`src/rtl/wbs_epb_master_pkg.sv`:
```
// Shared types and constants for the Wishbone-to-EPB initiator: FSM encoding,
// EPB idle values, window addresses and the byte-to-word address shift.
package wbs_epb_master_pkg;

    localparam int unsigned EPB_ADDR_W  = 25;
    localparam int unsigned EPB_DATA_W  = 32;
    localparam int unsigned EPB_BE_W    = 4;
    localparam int unsigned WAIT_CNT_W  = 8;
    localparam int unsigned ADDR_SHIFT  = 2;

    localparam logic [31:0] EPB_MASTER_BASE_ADDR = 32'h0001_0000;
    localparam logic [31:0] EPB_MASTER_HIGH_ADDR = 32'h0001_FFFF;

    localparam logic EPB_CS_N_IDLE      = 1'b1;
    localparam logic EPB_OE_N_IDLE      = 1'b1;
    localparam logic EPB_DATA_OE_N_IDLE = 1'b1;

    typedef enum logic [1:0] {
        ST_IDLE   = 2'd0,
        ST_SETUP  = 2'd1,
        ST_STROBE = 2'd2,
        ST_HOLD   = 2'd3
    } epb_state_e;

    // Address/control payload held stable for the whole EPB cycle
    typedef struct packed {
        logic [EPB_ADDR_W-1:0] addr;
        logic [EPB_BE_W-1:0]   be_n;
        logic [EPB_DATA_W-1:0] data;
        logic                  r_w_n;
    } epb_req_t;

    localparam epb_req_t EPB_REQ_RESET = '{
        addr:  '0,
        be_n:  '1,
        data:  '0,
        r_w_n: 1'b1
    };

    function automatic logic in_window(input logic [31:0] adr,
                                       input logic [31:0] lo,
                                       input logic [31:0] hi);
        return (adr >= lo) && (adr <= hi);
    endfunction

endpackage

```
`src/rtl/epb_wait_counter.sv`:
```
// Cycle counter shared by the SETUP dwell and the STROBE timeout; terminal
// count fires on the cycle whose closing edge completes `limit` counted cycles.
module epb_wait_counter
    import wbs_epb_master_pkg::*;
(
    input  logic                  clk,
    input  logic                  rst_n,
    input  logic                  load,
    input  logic                  en,
    input  logic [WAIT_CNT_W-1:0] limit,
    output logic                  tc_c
);

    logic [WAIT_CNT_W-1:0] count;

    always_ff @(posedge clk or negedge rst_n) begin
        if (!rst_n) begin
            count <= '0;
        end else if (load) begin
            count <= '0;
        end else if (en) begin
            count <= count + WAIT_CNT_W'(1);
        end
    end

    assign tc_c = en && (count == (limit - WAIT_CNT_W'(1)));

endmodule

```
`src/rtl/wbs_epb_master.sv`:
```
// Wishbone slave window that replays each accepted single-word access as one
// EPB chip-select cycle. Optional STROBE timeout enabled by `EPB_TIMEOUT_EN.
module wbs_epb_master
    import wbs_epb_master_pkg::*;
#(
    parameter int unsigned                BUS_DATA_WIDTH = 32,
    parameter int unsigned                BUS_ADDR_WIDTH = 32,
    parameter logic [BUS_ADDR_WIDTH-1:0]  DEV_BASE_ADDR  = BUS_ADDR_WIDTH'(EPB_MASTER_BASE_ADDR),
    parameter logic [BUS_ADDR_WIDTH-1:0]  DEV_HIGH_ADDR  = BUS_ADDR_WIDTH'(EPB_MASTER_HIGH_ADDR),
    parameter int unsigned                SETUP_CYCLES   = 1,
    parameter int unsigned                TIMEOUT        = 255
) (
    input  logic                        wb_clk_i,
    input  logic                        wb_rst_i,
    input  logic                        wbs_cyc_i,
    input  logic                        wbs_stb_i,
    input  logic                        wbs_we_i,
    input  logic [3:0]                  wbs_sel_i,
    input  logic [BUS_ADDR_WIDTH-1:0]   wbs_adr_i,
    input  logic [BUS_DATA_WIDTH-1:0]   wbs_dat_i,
    output logic [BUS_DATA_WIDTH-1:0]   wbs_dat_o,
    output logic                        wbs_ack_o,
    output logic                        wbs_err_o,
    output logic                        epb_cs_n,
    output logic                        epb_oe_n,
    output logic                        epb_r_w_n,
    output logic [3:0]                  epb_be_n,
    output logic [5:29]                 epb_addr,
    output logic [0:BUS_DATA_WIDTH-1]   epb_data_o,
    input  logic [0:BUS_DATA_WIDTH-1]   epb_data_i,
    output logic                        epb_data_oe_n,
    input  logic                        epb_rdy
);

    epb_state_e state_q, state_d;

    epb_req_t                   req_q, req_d;
    logic                       cs_n_q, cs_n_d;
    logic                       oe_n_q, oe_n_d;
    logic                       data_oe_n_q, data_oe_n_d;
    logic                       ack_q, ack_d;
    logic                       err_q, err_d;
    logic [BUS_DATA_WIDTH-1:0]  rdat_q, rdat_d;
    logic                       abort_q, abort_d;

    logic                       accept_c;
    logic                       setup_done_c;
    logic                       timeout_c;
    logic                       report_c;
    logic                       tc_c;
    logic                       cnt_load;
    logic                       cnt_en;
    logic [WAIT_CNT_W-1:0]      cnt_limit;
    logic [BUS_ADDR_WIDTH-1:0]  offset;
    logic [EPB_ADDR_W-1:0]      word_c;
    logic                       unused_offset;

    assign accept_c = wbs_cyc_i && wbs_stb_i &&
                      in_window(32'(wbs_adr_i), 32'(DEV_BASE_ADDR), 32'(DEV_HIGH_ADDR));

    // Window-relative word address; byte offset bits are dropped
    assign offset        = wbs_adr_i - DEV_BASE_ADDR;
    assign word_c        = offset[ADDR_SHIFT +: EPB_ADDR_W];
    assign unused_offset = ^offset;

    // Ack/err only reach the master if its cycle stayed up the whole time
    assign report_c     = wbs_cyc_i && !abort_q;
    assign setup_done_c = (state_q == ST_SETUP) && tc_c;

`ifdef EPB_TIMEOUT_EN
    assign timeout_c = (state_q == ST_STROBE) && tc_c;
    assign cnt_en    = (state_q == ST_SETUP) || (state_q == ST_STROBE);
    assign cnt_limit = (state_q == ST_SETUP) ? WAIT_CNT_W'(SETUP_CYCLES)
                                             : WAIT_CNT_W'(TIMEOUT);
`else
    logic [WAIT_CNT_W-1:0] unused_timeout;
    assign unused_timeout = WAIT_CNT_W'(TIMEOUT);
    assign timeout_c      = 1'b0;
    assign cnt_en         = (state_q == ST_SETUP);
    assign cnt_limit      = WAIT_CNT_W'(SETUP_CYCLES);
`endif

    assign cnt_load = (state_d != state_q);

    epb_wait_counter u_wait_counter (
        .clk   (wb_clk_i),
        .rst_n (wb_rst_i),
        .load  (cnt_load),
        .en    (cnt_en),
        .limit (cnt_limit),
        .tc_c  (tc_c)
    );

    // State register
    always_ff @(posedge wb_clk_i or negedge wb_rst_i) begin
        if (!wb_rst_i) begin
            state_q <= ST_IDLE;
        end else begin
            state_q <= state_d;
        end
    end

    // Next-state logic
    always_comb begin
        state_d = state_q;
        case (state_q)
            ST_IDLE:   if (accept_c)                state_d = ST_SETUP;
            ST_SETUP:  if (setup_done_c)            state_d = ST_STROBE;
            ST_STROBE: if (epb_rdy || timeout_c)    state_d = ST_HOLD;
            ST_HOLD:                                state_d = ST_IDLE;
            default:                                state_d = ST_IDLE;
        endcase
    end

    // Output next-values, registered below
    always_comb begin
        req_d       = req_q;
        cs_n_d      = cs_n_q;
        oe_n_d      = oe_n_q;
        data_oe_n_d = data_oe_n_q;
        ack_d       = 1'b0;
        err_d       = 1'b0;
        rdat_d      = rdat_q;
        abort_d     = abort_q;
        case (state_q)
            ST_IDLE: begin
                if (accept_c) begin
                    req_d.addr  = word_c;
                    req_d.be_n  = ~wbs_sel_i;
                    req_d.r_w_n = ~wbs_we_i;
                    if (wbs_we_i) begin
                        req_d.data = EPB_DATA_W'(wbs_dat_i);
                    end
                    data_oe_n_d = ~wbs_we_i;
                    cs_n_d      = EPB_CS_N_IDLE;
                    oe_n_d      = EPB_OE_N_IDLE;
                    abort_d     = 1'b0;
                end
            end
            ST_SETUP: begin
                if (!wbs_cyc_i) abort_d = 1'b1;
                if (setup_done_c) begin
                    cs_n_d = 1'b0;
                    oe_n_d = ~req_q.r_w_n;
                end
            end
            ST_STROBE: begin
                if (!wbs_cyc_i) abort_d = 1'b1;
                if (epb_rdy) begin
                    cs_n_d = EPB_CS_N_IDLE;
                    oe_n_d = EPB_OE_N_IDLE;
                    ack_d  = report_c;
                    if (req_q.r_w_n) begin
                        rdat_d = epb_data_i;
                    end
                end else if (timeout_c) begin
                    cs_n_d = EPB_CS_N_IDLE;
                    oe_n_d = EPB_OE_N_IDLE;
                    err_d  = report_c;
                end
            end
            ST_HOLD: begin
                data_oe_n_d = EPB_DATA_OE_N_IDLE;
            end
            default: ;
        endcase
    end

    always_ff @(posedge wb_clk_i or negedge wb_rst_i) begin
        if (!wb_rst_i) begin
            req_q       <= EPB_REQ_RESET;
            cs_n_q      <= EPB_CS_N_IDLE;
            oe_n_q      <= EPB_OE_N_IDLE;
            data_oe_n_q <= EPB_DATA_OE_N_IDLE;
            ack_q       <= 1'b0;
            err_q       <= 1'b0;
            rdat_q      <= '0;
            abort_q     <= 1'b0;
        end else begin
            req_q       <= req_d;
            cs_n_q      <= cs_n_d;
            oe_n_q      <= oe_n_d;
            data_oe_n_q <= data_oe_n_d;
            ack_q       <= ack_d;
            err_q       <= err_d;
            rdat_q      <= rdat_d;
            abort_q     <= abort_d;
        end
    end

    assign epb_cs_n      = cs_n_q;
    assign epb_oe_n      = oe_n_q;
    assign epb_r_w_n     = req_q.r_w_n;
    assign epb_be_n      = req_q.be_n;
    assign epb_addr      = req_q.addr;
    assign epb_data_o    = BUS_DATA_WIDTH'(req_q.data);
    assign epb_data_oe_n = data_oe_n_q;
    assign wbs_dat_o     = rdat_q;
    assign wbs_ack_o     = ack_q;
    assign wbs_err_o     = err_q;

endmodule
```
`config.mk`:
```
export PLATFORM = sky130hd
export DESIGN_NAME = wbs_epb_master
export DESIGN_NICKNAME = d
export VERILOG_FILES = /design/src/rtl/wbs_epb_master_pkg.sv /design/src/rtl/epb_wait_counter.sv /design/src/rtl/wbs_epb_master.sv
export SDC_FILE = /design/constraint.sdc
export NUM_CORES = 1
export LEC_CHECK = 0
export CELL_PAD_IN_SITES_DETAIL_PLACEMENT = 0
export CELL_PAD_IN_SITES_GLOBAL_PLACEMENT = 1
export CORE_UTILIZATION = 27
export CTS_BUF_LIST = sky130_fd_sc_hd__clkbuf_8
export CTS_CLUSTER_SIZE = 14
export DETAILED_ROUTE_END_ITERATION = 8
export PLACE_DENSITY_LB_ADDON = 0.1
export SYNTH_ARGS = -nofsm -noshare
export SYNTH_HDL_FRONTEND = slang
export SYNTH_SLANG_ARGS = --single-unit
```
`constraint.sdc`:
```
create_clock -name wb_clk_i -period 5.5 [get_ports wb_clk_i]
set_clock_uncertainty 0.1 [all_clocks]
set_input_delay 1.1 -clock wb_clk_i [delete_from_list [all_inputs] [get_ports wb_clk_i]]
set_output_delay 1.1 -clock wb_clk_i [all_outputs]
set_load 0.03 [all_outputs]
```
==> summary.txt <==
Status: complete, no violations
Cell Pwr Density: 364 nW/um^2
Syn Std Cell Area: 4670 sq um
RSZ-0062 raised after global routing: no
DP HPWL: 9.28 mm
R2R Setup Slk: 2.94 ns
Synth top cells by count: 101 x dfrtp_1, 84 x mux2_2, 18 x a21oi_1, 17 x nand2_1, 16 x inv_1
Die width: 134 um
I/O pin count: 205
Cell total after placement: 762
Worst Setup End Kind: flip-flop
DRT Pass-1 Iters: 4
Setup Viol. Count Final: 0
Clock latency on the worst-skew pair: 0.38 ns
Pin count of the biggest net entering global routing: 66
Final WL: 12.4 mm
CP Max Fanout: 32
Async S/R FF share, synth: 100%
Hold buffers post-CTS: 0
WL met2: 6.31 mm
Port buffer count: 203
Hold Slack: 0.375 ns
Htree depth: 3
CTS Buffer Depth: 2
Layout cell share with drive strength beyond 1: 20.6%
Tightest Pin Transition: 0.862 ns
Leading area contributor after synthesis: dfrtp_1
Total GRT Usage: 14.6%
WHS Path Cells: 1
Total power: 0.00260 W
Hold crit path type: reg -> reg
Gp weighted congestion: 0.701
Final Hold Violating Endpoints: 0
Antenna-violating nets left: 0
Worst r2r path cells: 7
Worst EP arrival: 3.80 ns
WL met3: 976 um
Max Cap Violations: 0
Post-synth top flop: dfrtp_1
Setup Fix Bufs, Post-CTS: 0
# DRC: 0
Starting density of the core: 27.9%
Final cell count without fillers: 778
Clock Tree Root: clkbuf_8
GRT Residual Overflow: 0
Setup CP Type: in -> reg
Crit path required time: 5.67 ns
Crit share post-route: 66.0%
Final-report max-slew violation count: 0
Vias per Instance: 4.44
Top sig layer: met4
Die Y: 134 um
Fmax: 275 MHz
Number of antenna repair diodes: 0
First-pass GRT wire length: 19.9 mm
Register area share after synthesis: 58.6%
Cell with the most instances after synthesis: dfrtp_1
Worst VDD drop: 0.218 mV
FF-to-FF Start: u_wait_counter.count[1]
Vias in the first global route: 3,765
Nets@finish: 669
Post-synth EDFFs: 0
Drt wl/cell: 16.0 um
Ys Warns: 0
Core area: 16,800 sq um
Area fraction of the dominant cell type after synthesis: 54.1%
Post-Syn Nets: 464
#FFs+latches synth: 109
Min-delay src: abort_q
Reg clk slew, reported paths: 0.10 ns
Count of different cell masters after synthesis: 44
Row Count: 47
Startpoint Class: primary input
Top cells by area, synth: dfrtp_1 54%, mux2_2 20%, dfstp_2 4.5%
Pleak: 3.17 nW
Gate Count Post-Synth: 348
CTS Buf Count: 9
DRT met1 WL: 4.81 mm
Area growth syn-to-layout: 52.7%
Worst Hold End: wbs_ack_o
Post-CTS sizing: 0
Via count: 3,455
CTS tree: yes
Tmin final: 3.63 ns
Setup Total Neg Slack: 0 ns
DRT iter0 DRCs: 86
Slew HR: 42.5%
Initial antenna violation count: 0
Die footprint: 17,800 sq um
Reg-to-reg endpoint: epb_oe_n
CTS sink cnt: 109
Synth Area per Inst: 13.4 sq um
==> power by group <==
part / switching (W) / leakage, nW / internal, W / total [W]
sequential: 0.0000880 / 1.42 / 0.000955 / 0.00104
clock: 0.000275 / 0.0980 / 0.000209 / 0.000484
combinational: 0.000579 / 1.66 / 0.000489 / 0.00107
==> stage by stage <==
step	util [%]	setup slack, ns	instance area (sq um)
global route	42.6	1.74	7130
global placement	41.4	1.45	6940
detailed placement	41.4	1.44	6940
floorplan	-	2.20	4670
CTS	42.6	1.86	7130
finish	42.6	1.87	7130
==> worst max-delay path, cell delays in order <==
cell             delay, ns
clkdlybuf4s50_1       0.44
or4_1                 0.55
o2111a_1              0.29
a2111o_1              0.39
nor3_4                0.23
buf_4                 0.40
mux2_2                0.38
==> kinds of logic after synthesis <==
family	after synthesis	share of synthesized area [%]
AOI/OAI and AO/OA	39	5.55
xor gates and xnor gates	8	1.50
adders and majority gates	10	2.68
buffers and inverters	29	2.73
DFF	109	58.6
muxes	90	21.6
other	1	0.0803
and+or+nand+nor	62	7.29
==> routing by layer <==
metal,GRT usage [%],vias to the layer above
li1,-,1648
met1,16.2,1678
met2,24.8,109
met3,5.18,20
met4,7.07,0
met5,0,-
==> registers in the layout (all words and copies together) (netlist names) <==
name,cells
epb_cs_n,1
abort_q,1
wbs_dat_o,32
epb_addr,25
epb_data_oe_n,1
state_q,2
epb_data_o,32
u_wait_counter.count,8
epb_oe_n,1
wbs_ack_o,1
epb_be_n,4
epb_r_w_n,1
==> cell type report <==
type	instances	area, sq um
fill	1578	9630
clock buffer	9	124
tap	220	275
inverter	16	60.1
clock inverter	7	70.1
timing repair buffer	207	2060
sequential	109	2740
multi-input combinational	210	1810
==> cell usage in the layout, fill, tap and decap left out, types with 2 or more instances in the layout <==
| master | Yosys | layout |
|---|---|---|
| a21oi_1 | 18 | 18 |
| and3_1 | 2 | 2 |
| buf_4 | 4 | 5 |
| clkbuf_8 | 0 | 9 |
| clkdlybuf4s50_1 | 0 | 202 |
| clkinv_4 | 0 | 2 |
| clkinvlp_4 | 0 | 2 |
| dfrtp_1 | 101 | 101 |
| dfstp_2 | 8 | 8 |
| ha_1 | 10 | 10 |
| inv_1 | 16 | 18 |
| mux2_2 | 84 | 84 |
| mux2i_1 | 5 | 5 |
| nand2_1 | 17 | 17 |
| nand3_1 | 6 | 6 |
| nand4_1 | 9 | 9 |
| nor2_1 | 6 | 6 |
| nor3_1 | 4 | 4 |
| nor4_1 | 6 | 6 |
| nor4b_1 | 2 | 2 |
| o21a_1 | 6 | 6 |
| o21ai_1 | 3 | 3 |
| or2_2 | 2 | 2 |
| or3_1 | 2 | 2 |
| or4_1 | 2 | 2 |
| xnor2_1 | 3 | 3 |
| xor2_1 | 5 | 5 |
==> how the worst max path moves through the flow <==
stage / endpoint / depth (start not counted) / start / slack [ns]
after detailed placement: epb_data_o[26] / 8 / wbs_adr_i[16] / 1.44
after floorplan: epb_data_o[19] / 6 / wbs_adr_i[5] / 2.20
after global routing: epb_data_o[4] / 8 / wbs_adr_i[16] / 1.74
after CTS: epb_data_o[13] / 8 / wbs_adr_i[16] / 1.86
after global placement: epb_data_o[21] / 8 / wbs_adr_i[16] / 1.45
final: epb_data_o[19] / 7 / wbs_adr_i[5] / 1.87
No activity file was read; power rests on OpenSTA's default activity.
